## config.mk

```make
export PLATFORM = sky130hd
export DESIGN_NAME = pipelined_adder
export DESIGN_NICKNAME = d
export VERILOG_FILES = /design/src/rtl/pipelined_adder.sv
export SDC_FILE = /design/constraint.sdc
export NUM_CORES = 1
export LEC_CHECK = 0
export BUFFER_PORTS_ARGS = -buffer_cell sky130_fd_sc_hd__buf_2
export CORE_MARGIN = 2
export CORE_UTILIZATION = 32
export DETAILED_ROUTE_END_ITERATION = 8
export PLACE_DENSITY = 0.53
export SLEW_MARGIN = 30
export SYNTH_ARGS = -nofsm -noshare
export SYNTH_HDL_FRONTEND = slang
export SYNTH_SLANG_ARGS = --single-unit
```

## constraint.sdc

```tcl
create_clock -name clk -period 4 [get_ports clk]
set_clock_uncertainty 0.1 [all_clocks]
set_input_delay 0.2 -clock clk [delete_from_list [all_inputs] [get_ports clk]]
set_output_delay 0.2 -clock clk [all_outputs]
set_load 0.01 [all_outputs]
```

## src/rtl/pipelined_adder.sv

```systemverilog
// pipelined_adder: WIDTH-bit unsigned adder split into STAGES chunk-wide stages with a
// registered carry between stages and valid/ready back-pressure. Optional ovf output: ADDER_OVF_EN.
module pipelined_adder #(
  parameter int WIDTH  = 16,
  parameter int STAGES = 4
) (
  input  logic             clk,
  input  logic             rst,
  input  logic             in_valid,
  output logic             in_ready,
  input  logic [WIDTH-1:0] a,
  input  logic [WIDTH-1:0] b,
  input  logic             cin,
  output logic             out_valid,
  input  logic             out_ready,
  output logic [WIDTH-1:0] sum,
  output logic             carry
`ifdef ADDER_OVF_EN
  ,
  output logic             ovf
`endif
);
  localparam int CHUNK = WIDTH / STAGES;

  logic              adv_s;
  logic [STAGES-1:0] v_r;

  assign adv_s     = !v_r[STAGES-1] || out_ready;
  assign in_ready  = adv_s;
  assign out_valid = v_r[STAGES-1];

  // Valid bits shift as one unit; empty slots travel with the pipeline.
  always_ff @(posedge clk) begin
    if (rst) begin
      v_r <= {STAGES{1'b0}};
    end else if (adv_s) begin
      v_r[0] <= in_valid;
      for (int i = 1; i < STAGES; i++) begin
        v_r[i] <= v_r[i-1];
      end
    end
  end

  for (genvar k = 0; k < STAGES; k++) begin : stg
    localparam int REM  = WIDTH - k * CHUNK;  // operand bits still unadded on entry to stage k
    localparam int DONE = (k + 1) * CHUNK;    // finished sum bits held by stage k

    logic [REM-1:0]  opa_s;
    logic [REM-1:0]  opb_s;
    logic            cprev_s;
    logic [CHUNK:0]  add_s;
    logic [DONE-1:0] sum_nx_s;
    logic [DONE-1:0] sum_r;
    logic            c_r;

    assign add_s = {1'b0, opa_s[CHUNK-1:0]} + {1'b0, opb_s[CHUNK-1:0]}
                 + {{CHUNK{1'b0}}, cprev_s};

    if (k == 0) begin : src
      assign opa_s    = a;
      assign opb_s    = b;
      assign cprev_s  = cin;
      assign sum_nx_s = add_s[CHUNK-1:0];
    end else begin : src
      assign opa_s    = stg[k-1].opr.a_r;
      assign opb_s    = stg[k-1].opr.b_r;
      assign cprev_s  = stg[k-1].c_r;
      assign sum_nx_s = {add_s[CHUNK-1:0], stg[k-1].sum_r};
    end

    if (k < STAGES - 1) begin : opr
      logic [REM-CHUNK-1:0] a_r;
      logic [REM-CHUNK-1:0] b_r;

      // Upper operand bits ride along until their chunk's stage is reached.
      always_ff @(posedge clk) begin
        if (rst) begin
          a_r <= {(REM-CHUNK){1'b0}};
          b_r <= {(REM-CHUNK){1'b0}};
        end else if (adv_s) begin
          a_r <= opa_s[REM-1:CHUNK];
          b_r <= opb_s[REM-1:CHUNK];
        end
      end
    end

    // Partial sum and the carry handed to the next stage.
    always_ff @(posedge clk) begin
      if (rst) begin
        sum_r <= {DONE{1'b0}};
        c_r   <= 1'b0;
      end else if (adv_s) begin
        sum_r <= sum_nx_s;
        c_r   <= add_s[CHUNK];
      end
    end
  end

  assign sum   = stg[STAGES-1].sum_r;
  assign carry = stg[STAGES-1].c_r;

`ifdef ADDER_OVF_EN
  logic ovf_nx_s;
  logic ovf_r;

  // The last stage's operand chunk carries the original operand MSBs.
  assign ovf_nx_s = (stg[STAGES-1].opa_s[CHUNK-1] == stg[STAGES-1].opb_s[CHUNK-1])
                 && (stg[STAGES-1].add_s[CHUNK-1] != stg[STAGES-1].opa_s[CHUNK-1]);

  // Overflow flag registered alongside the final sum chunk.
  always_ff @(posedge clk) begin
    if (rst) begin
      ovf_r <= 1'b0;
    end else if (adv_s) begin
      ovf_r <= ovf_nx_s;
    end
  end

  assign ovf = ovf_r;
`endif

endmodule

```

==> results.cfg, run 1 <==
[synthesis]
netlist_area_mm2 = 0.00415
synth_enable_flop_cells = 0
ys_warn_count = 0
synth_cell_type_count = 30
ys_top_cells_by_count = nand2_1 (145), dfxtp_1 (96), a21oi_1 (66)
synthMostInstantiatedCell = nand2_1
netlist.area_leader.share_pct = 46.3
ys_seq_area_share_pct = 46.3
syn_avg_cell_area_um2 = 8.84
ys_seq_elements = 96
netlist_instances = 469
yosysTopAreaCell = dfxtp_1
async_reset_ff_share_pct = 0
synth_nets = 526
synth.area.top_cells = dfxtp_1 (46%), nand2_1 (13%), a21oi_1 (8.0%), a21oi_2 (4.2%), fa_1 (3.9%)
ys.flop_type = dfxtp_1

[flow_run]
maxCapViolCount = 0

[sta]
timing.final.hold_violations = 0
max_slew_margin_pct = 42.0
hold_slack_ns = 0.00963
fmax_mhz = 417
rsz0062_at_grt = no
post-route-min-period_ns = 2.40
drv_slew = 0
period_share_pct = 59.9
setup-tns-final_ns = 0
setup_violations = 0
tightestPinTransition_ns = 0.867

[clocking]
clockRootBuffer = clkbuf_16
path_clk_slew_ns = 0.06
cts_resized = 0
clkSinkCount = 96
htree_num_levels = 3
cts_buffers = 9
insertion_delay_ns = 0.34
ctsLongestPathBuffers = 2
cts_tree = done

[floorplanning]
die_x_um = 118
rows = 41
start_util_pct = 32.9
die_area_mm2 = 0.0139
core_mm2 = 0.0126
pin_count = 56
die_h_um = 118

[critical_path]
arrival_ns = 2.10
crit_family = simple AND/OR/NAND/NOR gates
cp_max_fo = 97
cp.required_ns = 3.70
critPathBufInv = 2
critical_path.cell_chain = nor2b_4, inv_8, buf_2
cp-end-kind = output port
critPathMaxStageDelay_ns = 0.72
cp_slowest_cell = nor2b_4
critical_path_class = reg2out
worst_setup_path_start_kind = register

[grt]
grt_use_total_pct = 12.3
antenna_found_initial = 0
overflow = 0
grt_pass1_wl_mm = 14.1
grt_pass1_vias = 2950
grt_max_degree = 98

[pwr]
leakage_uw = 0.00197
pwr_density_cell_mw_per_mm2 = 429
p_total_uw = 2080
peakVddDrop_v = 0.000204

[placed_design]
hpwl_mm = 5.50
io_buffers = 55
gp_congestion = 0.824

[drt]
drt_pass1_iterations = 4
wl_per_cell_um = 11.8
first_iter_violations = 129
drc = 0
avgViaCountPerCell = 4.45
ant_nets = 0
drt_wl_total_mm = 8.27
dr_total_vias = 3108

[outcome]
outcome = finished, final reports clean

[cells_and_area]
drive_gt1_share_pct = 22.2
fillers = 1355
nets = 579
area_growth_pct = 16.6
antenna-diode-count = 0

[min_path]
hold_path_class = in2reg
[path summary, 6_finish.rpt]
| kind | startpoint | to | slack, ns | depth (start not counted) |
|---|---|---|---|---|
| worst max-delay path | v_r[3] | in_ready | 1.60 | 3 |
| worst min-delay path | b[9] | stg[0].opr.b_r[5] | 0.01 | 3 |
| worst max register to register | v_r[3] | stg[1].opr.b_r[2] | 1.98 | 4 |
| worst min register to register | stg[0].opr.a_r[6] | stg[0].opr.a_r[6] | 0.35 | 2 |
[layout make-up]
cell class              count  area [um^2]  share of cell area [%]
clock buffers              10          229                    4.73
clock inverters             6         68.8                    1.42
inverters                  12         52.6                    1.09
multi-input cells         329         1890                    39.1
flip-flops and latches     96         1920                    39.7
well taps                 172          215                    4.45
repair buffers             74          460                    9.52
[power by group]
part,internal (uW),switching [uW]
logic,86.5,95.2
registers,1010,31.7
clock network,488,366
[layer usage]
layer	part of all wire, %	track usage [%]
met2	46	19.9
met4	1.7	5.20
met1	50	15.8
met5	0	0
met3	2.9	2.76
[metrics by stage]
step / worst slack (ns) / cells / utilization, % / cell area, um^2
finish: 1.60 / 699 / 38.3 / 4840
global route: 1.40 / 699 / 38.3 / 4840
CTS: 1.58 / 699 / 38.3 / 4840
detailed placement: 1.96 / 667 / 34.7 / 4380
global placement: 1.98 / 667 / 34.7 / 4380
floorplan: 2.17 / 469 / - / 4150
[kinds of logic (layout without fill, tap and decap cells)]
kind of cell,after synthesis,in the layout,synth area share (%)
buffers and inverters,44,102,8.11
flip-flops,96,96,46.3
AND/OR/NAND/NOR,195,195,20.2
XOR/XNOR,4,4,0.845
AO/OA/AOI/OAI,110,110,17.0
adder cells (fa/ha/maj),20,20,7.48
[cell usage in the layout (no fill, tap or decap), types with 9 or more instances in the layout]
| cell type | n |
|---|---|
| a21oi_1 | 66 |
| a21oi_2 | 20 |
| buf_2 | 54 |
| clkbuf_16 | 9 |
| dfxtp_1 | 96 |
| dlygate4sd3_1 | 16 |
| ha_1 | 12 |
| inv_1 | 11 |
| nand2_1 | 145 |
| nand2_2 | 20 |
| nor2_1 | 13 |
[sequential cells by signal, summed over array words and instances, names as in the netlist]
name / count
stg.c_r: 3
stg.opr.a_r: 24
stg.opr.b_r: 24
stg.sum_r: 24
v_r: 4
carry: 1
sum: 16
[worst reg2reg max path, cell delays in order (launching register included)]
cell and delay, ns:
dfxtp_1 0.33, nor2b_4 0.72, inv_8 0.41, nand2_1 0.23, a21oi_1 0.08
[what timing repair did]
action / 4_1_cts / 5_1_grt
setup buffers: 0 / 0
hold buffers: 16 / 0
endpoints found under the setup margin: 0 / 0
hold endpoints to repair: 16 / 0
(Power assumes the default switching activity.)
==> run 2: changes to the inputs <==
--- a/config.mk
+++ b/config.mk
@@ -9,7 +9,7 @@
 export CORE_MARGIN = 2
 export CORE_UTILIZATION = 32
 export DETAILED_ROUTE_END_ITERATION = 8
-export PLACE_DENSITY = 0.53
+export PLACE_DENSITY = 0.55
 export SLEW_MARGIN = 30
 export SYNTH_ARGS = -nofsm -noshare
 export SYNTH_HDL_FRONTEND = slang
==> constraint.sdc (replaced) <==
create_clock -name clk -period 2.2 [get_ports clk]
set_clock_uncertainty 0.1 [all_clocks]
set_input_delay 0.11 -clock clk [delete_from_list [all_inputs] [get_ports clk]]
set_output_delay 0.11 -clock clk [all_outputs]
set_load 0.01 [all_outputs]
==> run 2 against run 1 <==
Net effect:
- sequential power grew 82%
- global-route usage grew 0.34 points
- critical path depth grew 2
- die area unchanged
- non-clock buffer count increased by 9
- power increased by 87%
- sequential cell count stayed put
- largest power group unchanged
- count of clock-buffer cells in the layout down 1
==> results.cfg, run 2 (same netlist as run 1, synthesis figures left out) <==
[grt]
grt_pass1_vias = 3026
overflow = 0
grt_pass1_wl_mm = 14.6
antenna_found_initial = 0
grt_use_total_pct = 12.6
grt_max_degree = 100

[outcome]
outcome = finished, final reports clean

[critical_path]
cp-end-kind = register
cp.required_ns = 2.29
arrival_ns = 2.03
cp_max_fo = 2
critical_path_class = reg2reg
reg2reg_depth = 5
worst_setup_path_start_kind = register

[min_path]
hold_path_class = in2reg
whs_path_depth = 4

[drt]
drt_wl_total_mm = 8.40
drc = 0
first_iter_violations = 176
drt_pass1_iterations = 4
wl_per_cell_um = 11.9
ant_nets = 0
avgViaCountPerCell = 4.48
dr_total_vias = 3169

[clocking]
cts_resized = 0
htree_num_levels = 3
insertion_delay_ns = 0.34
ctsLongestPathBuffers = 2
clkSinkCount = 96
clockRootBuffer = clkbuf_16
cts_buffers = 9
cts_tree = done
path_clk_slew_ns = 0.06

[floorplanning]
pin_count = 56
die_area_mm2 = 0.0139
die_x_um = 118
rows = 41
start_util_pct = 32.9
die_h_um = 118
core_mm2 = 0.0126

[sta]
max_slew_margin_pct = 50.5
tightestPinTransition_ns = 0.742
timing.final.hold_violations = 0
hold_slack_ns = 0.125
setup_violations = 0
post-route-min-period_ns = 1.94
rsz0062_at_grt = no
setup-tns-final_ns = 0
fmax_mhz = 514
period_share_pct = 88.4
drv_slew = 0

[pwr]
pwr_density_cell_mw_per_mm2 = 784
peakVddDrop_v = 0.000398
leakage_uw = 0.00202

[cells_and_area]
fillers = 1333
top_regs = stg.opr.a_r: 24 flops, stg.opr.b_r: 24 flops, stg.sum_r: 24 flops
nets = 588
antenna-diode-count = 0
final_cell_mix = nand2_1 (145), dfxtp_1 (96), a21oi_1 (66)
layout_commonest_cell = nand2_1
layout.cells.non_filler = 708
drive_gt1_share_pct = 22.0
area_growth_pct = 19.6

[placed_design]
hpwl_mm = 5.50
dp.cells = 667
io_buffers = 55
gp_congestion = 0.748

[flow_run]
maxCapViolCount = 0
## run 2: metal layers
layer  up-vias  share of wire [%]  GRT usage, %
met5         -                  0             0
met4         0                1.5          4.52
met3         9                2.9          3.15
met2        42                 46          20.0
met1      1458                 49          16.7
li1       1660                  -             -
## run 2: power by group
| part | leakage, uW | internal, uW | switching [uW] |
|---|---|---|---|
| registers | 0.000789 | 1830 | 59.0 |
| clock network | 0.000156 | 997 | 658 |
| logic | 0.00107 | 169 | 174 |
## run 2: final timing paths
check / from / end / slack [ns]
worst max-delay path: stg[2].c_r / carry / 0.26
worst min-delay path: b[3] / stg[0].sum_r[3] / 0.12
worst max register to register: stg[2].c_r / carry / 0.26
worst min register to register: sum[4] / sum[4] / 0.35
## run 2: worst max-delay path: stages, from the launching register on
cell and delay [ns]:
dfxtp_1 0.33, fa_1 0.45, fa_1 0.42, a21o_1 0.20, a211oi_1 0.22, nor3_1 0.08
## run 2: metrics by stage
stage	cell area, um^2	utilization [%]	worst slack, ns	total power, uW
after CTS	4960	39.3	0.242	3950
after detailed placement	4390	34.8	0.249	2250
after global placement	4390	34.8	0.277	2240
final	4960	39.3	0.255	3890
after floorplan	4150	-	0.369	2150
after global routing	4960	39.3	0.195	4060
## run 2: cell type report
type | count | area (um^2) | area share [%]
Multi-Input combinational cell | 329 | 1890 | 38.1
Timing Repair Buffer | 83 | 563 | 11.3
Clock inverter | 7 | 95.1 | 1.92
Tap cell | 172 | 215 | 4.34
Clock buffer | 9 | 225 | 4.54
Sequential cell | 96 | 1920 | 38.7
Inverter | 12 | 52.6 | 1.06
## run 2: what timing repair did
item                                   in CTS  in global routing
setup buffers                               0                  0
hold buffers                               25                  0
endpoints found under the hold margin      25                  0
==> run 3: changes to the inputs <==
--- a/config.mk
+++ b/config.mk
@@ -10,6 +10,7 @@
 export CORE_UTILIZATION = 32
 export DETAILED_ROUTE_END_ITERATION = 8
 export PLACE_DENSITY = 0.55
+export SETUP_SLACK_MARGIN = 0.4
 export SLEW_MARGIN = 30
 export SYNTH_ARGS = -nofsm -noshare
 export SYNTH_HDL_FRONTEND = slang
==> run 3 against run 2 <==
Net effect:
- sequential power about the same
- combinational power barely moved
- non-clock buffer count up 2
- register-to-register slack improved by 0.19 ns
- sequential share of layout area decreased by 0.20 points
- utilization is 0.28 points higher
- die area unchanged
- routed wire length decreased by 1.1%
- setup slack improved by 0.19 ns
- worst hold slack lost 0.018 ns
- critical path depth is the same
- global-route usage decreased by 0.072 points
- critical path type unchanged
- largest cell class unchanged
- largest power group unchanged
==> results.cfg, run 3 (same netlist as run 1, synthesis figures left out) <==
[placed_design]
gp_congestion = 0.744
io_buffers = 55
hpwl_mm = 5.53
dp.cells = 668
placed_area_mm2 = 0.00440

[critical_path]
ff2ff_setup_slack_ns = 0.45
crit_path_start = stg[2].opr.b_r[0]
arrival_ns = 1.85
reg2reg_depth = 5
reg2reg_from = stg[2].opr.b_r[0]
cp.required_ns = 2.30
cp-end-kind = register
critical_path_class = reg2reg
reg2reg_to = carry
cp_max_fo = 2
worst_setup_path_start_kind = register

[sta]
drv_slew = 0
hold_slack_ns = 0.107
setup-tns-final_ns = 0
post-route-min-period_ns = 1.75
period_share_pct = 79.6
fmax_mhz = 571
tightestPinTransition_ns = 0.736
rsz0062_at_grt = yes
max_slew_margin_pct = 51.0
setup_violations = 0
timing.final.hold_violations = 0

[clocking]
cts_buffers = 9
insertion_delay_ns = 0.34
ctsLongestPathBuffers = 2
cts_tree = done
htree_num_levels = 3
path_clk_slew_ns = 0.06
clkSinkCount = 96
clockRootBuffer = clkbuf_16

[floorplanning]
rows = 41
core_mm2 = 0.0126
die_h_um = 118
start_util_pct = 32.9
die_area_mm2 = 0.0139
pin_count = 56
die_x_um = 118

[cells_and_area]
design_area_mm2 = 0.00500
area_growth_pct = 20.5
layout_commonest_cell = nand2_1
top_regs = stg.opr.a_r: 24 flops, stg.opr.b_r: 24 flops, stg.sum_r: 24 flops
layout.cells.non_filler = 710
final_cell_mix = nand2_1 (145), dfxtp_1 (93), a21oi_1 (66)
nets = 590
fin_util_pct = 39.6
seqCellArea_mm2 = 0.00193
multi_input_area_mm2 = 0.00190
fillers = 1335
antenna-diode-count = 0
drive_gt1_share_pct = 23.8

[drt]
drt-met1-wl_mm = 4.10
avgViaCountPerCell = 4.44
routed-wl-met2_mm = 3.79
drc = 0
drt_pass1_iterations = 4
dr.max_layer_used = met4
first_iter_violations = 178
routed-wl-met3_um = 304
dr_total_vias = 3149
wl_per_cell_um = 11.7
drt_wl_total_mm = 8.31
ant_nets = 0

[grt]
overflow = 0
grt_max_degree = 98
grt_pass1_vias = 3103
antenna_found_initial = 0
grt_pass1_wl_mm = 14.3
grt_use_total_pct = 12.6

[min_path]
worstHoldStart = b[1]
hold_path_class = in2reg
whs_endpoint = stg[0].sum_r[1]
whs_path_depth = 4

[pwr]
p_int_uw = 3030
switching_power_uw = 877
combPwrFrac_pct = 8.9
netSwitchingFraction_pct = 22.5
p_clk_share_pct = 42.7
pwr_density_cell_mw_per_mm2 = 781
peakVddDrop_v = 0.000321
leakage_uw = 0.00203
seq_power_share_pct = 48.5

[flow_run]
maxCapViolCount = 0

[outcome]
outcome = finished, final reports clean
==> run 3: stage by stage <==
step | total power [uW] | worst slack, ns
final | 3900 | 0.448
after global routing | 4090 | 0.393
after CTS | 3960 | 0.406
after detailed placement | 2250 | 0.320
after global placement | 2240 | 0.355
after floorplan | 2150 | 0.417
==> run 3: power by group through the flow <==
stage / logic [uW] / registers (uW) / clock network (uW)
floorplan: 227 / 1920 / 0
global placement: 310 / 1930 / 0
detailed placement: 315 / 1930 / 0
CTS: 351 / 1890 / 1720
global route: 393 / 1900 / 1790
finish: 346 / 1890 / 1670
==> run 3: repair_timing <==
item,in CTS,in global routing
endpoints found under the hold margin,25,0
resized for setup,4,3
hold buffers,25,0
pin swaps,0,7
buffers inserted,0,1
endpoints found under the setup margin,2,3
gates cloned,0,0
==> run 3: metal layers <==
metal | vias up | GRT usage, %
li1 | 1666 | -
met1 | 1430 | 15.9
met5 | - | 0
met2 | 45 | 20.2
met3 | 8 | 3.97
met4 | 0 | 4.29
==> run 3: cell type report <==
cell class / instances / area share, %
clock buffers: 10 / 4.78
clock inverters: 6 / 1.65
multi-input cells: 329 / 38.1
well taps: 172 / 4.31
inverters: 12 / 1.05
flip-flops and latches: 96 / 38.5
repair buffers: 85 / 11.6
==> run 3: worst max-delay path by stage <==
stage                     endpoint  slack (ns)  cells past startpoint
after floorplan              carry        0.42                      5
after global placement       carry        0.36                      5
after detailed placement     carry        0.32                      5
after CTS                    carry        0.41                      5
after global routing         carry        0.39                      5
final                        carry        0.45                      5
==> run 3: worst max-delay path: stages, from the launching register on <==
cell	delay, ns
dfxtp_2	0.33
fa_2	0.40
fa_2	0.38
a21o_1	0.17
a211oi_2	0.17
nor3_1	0.06
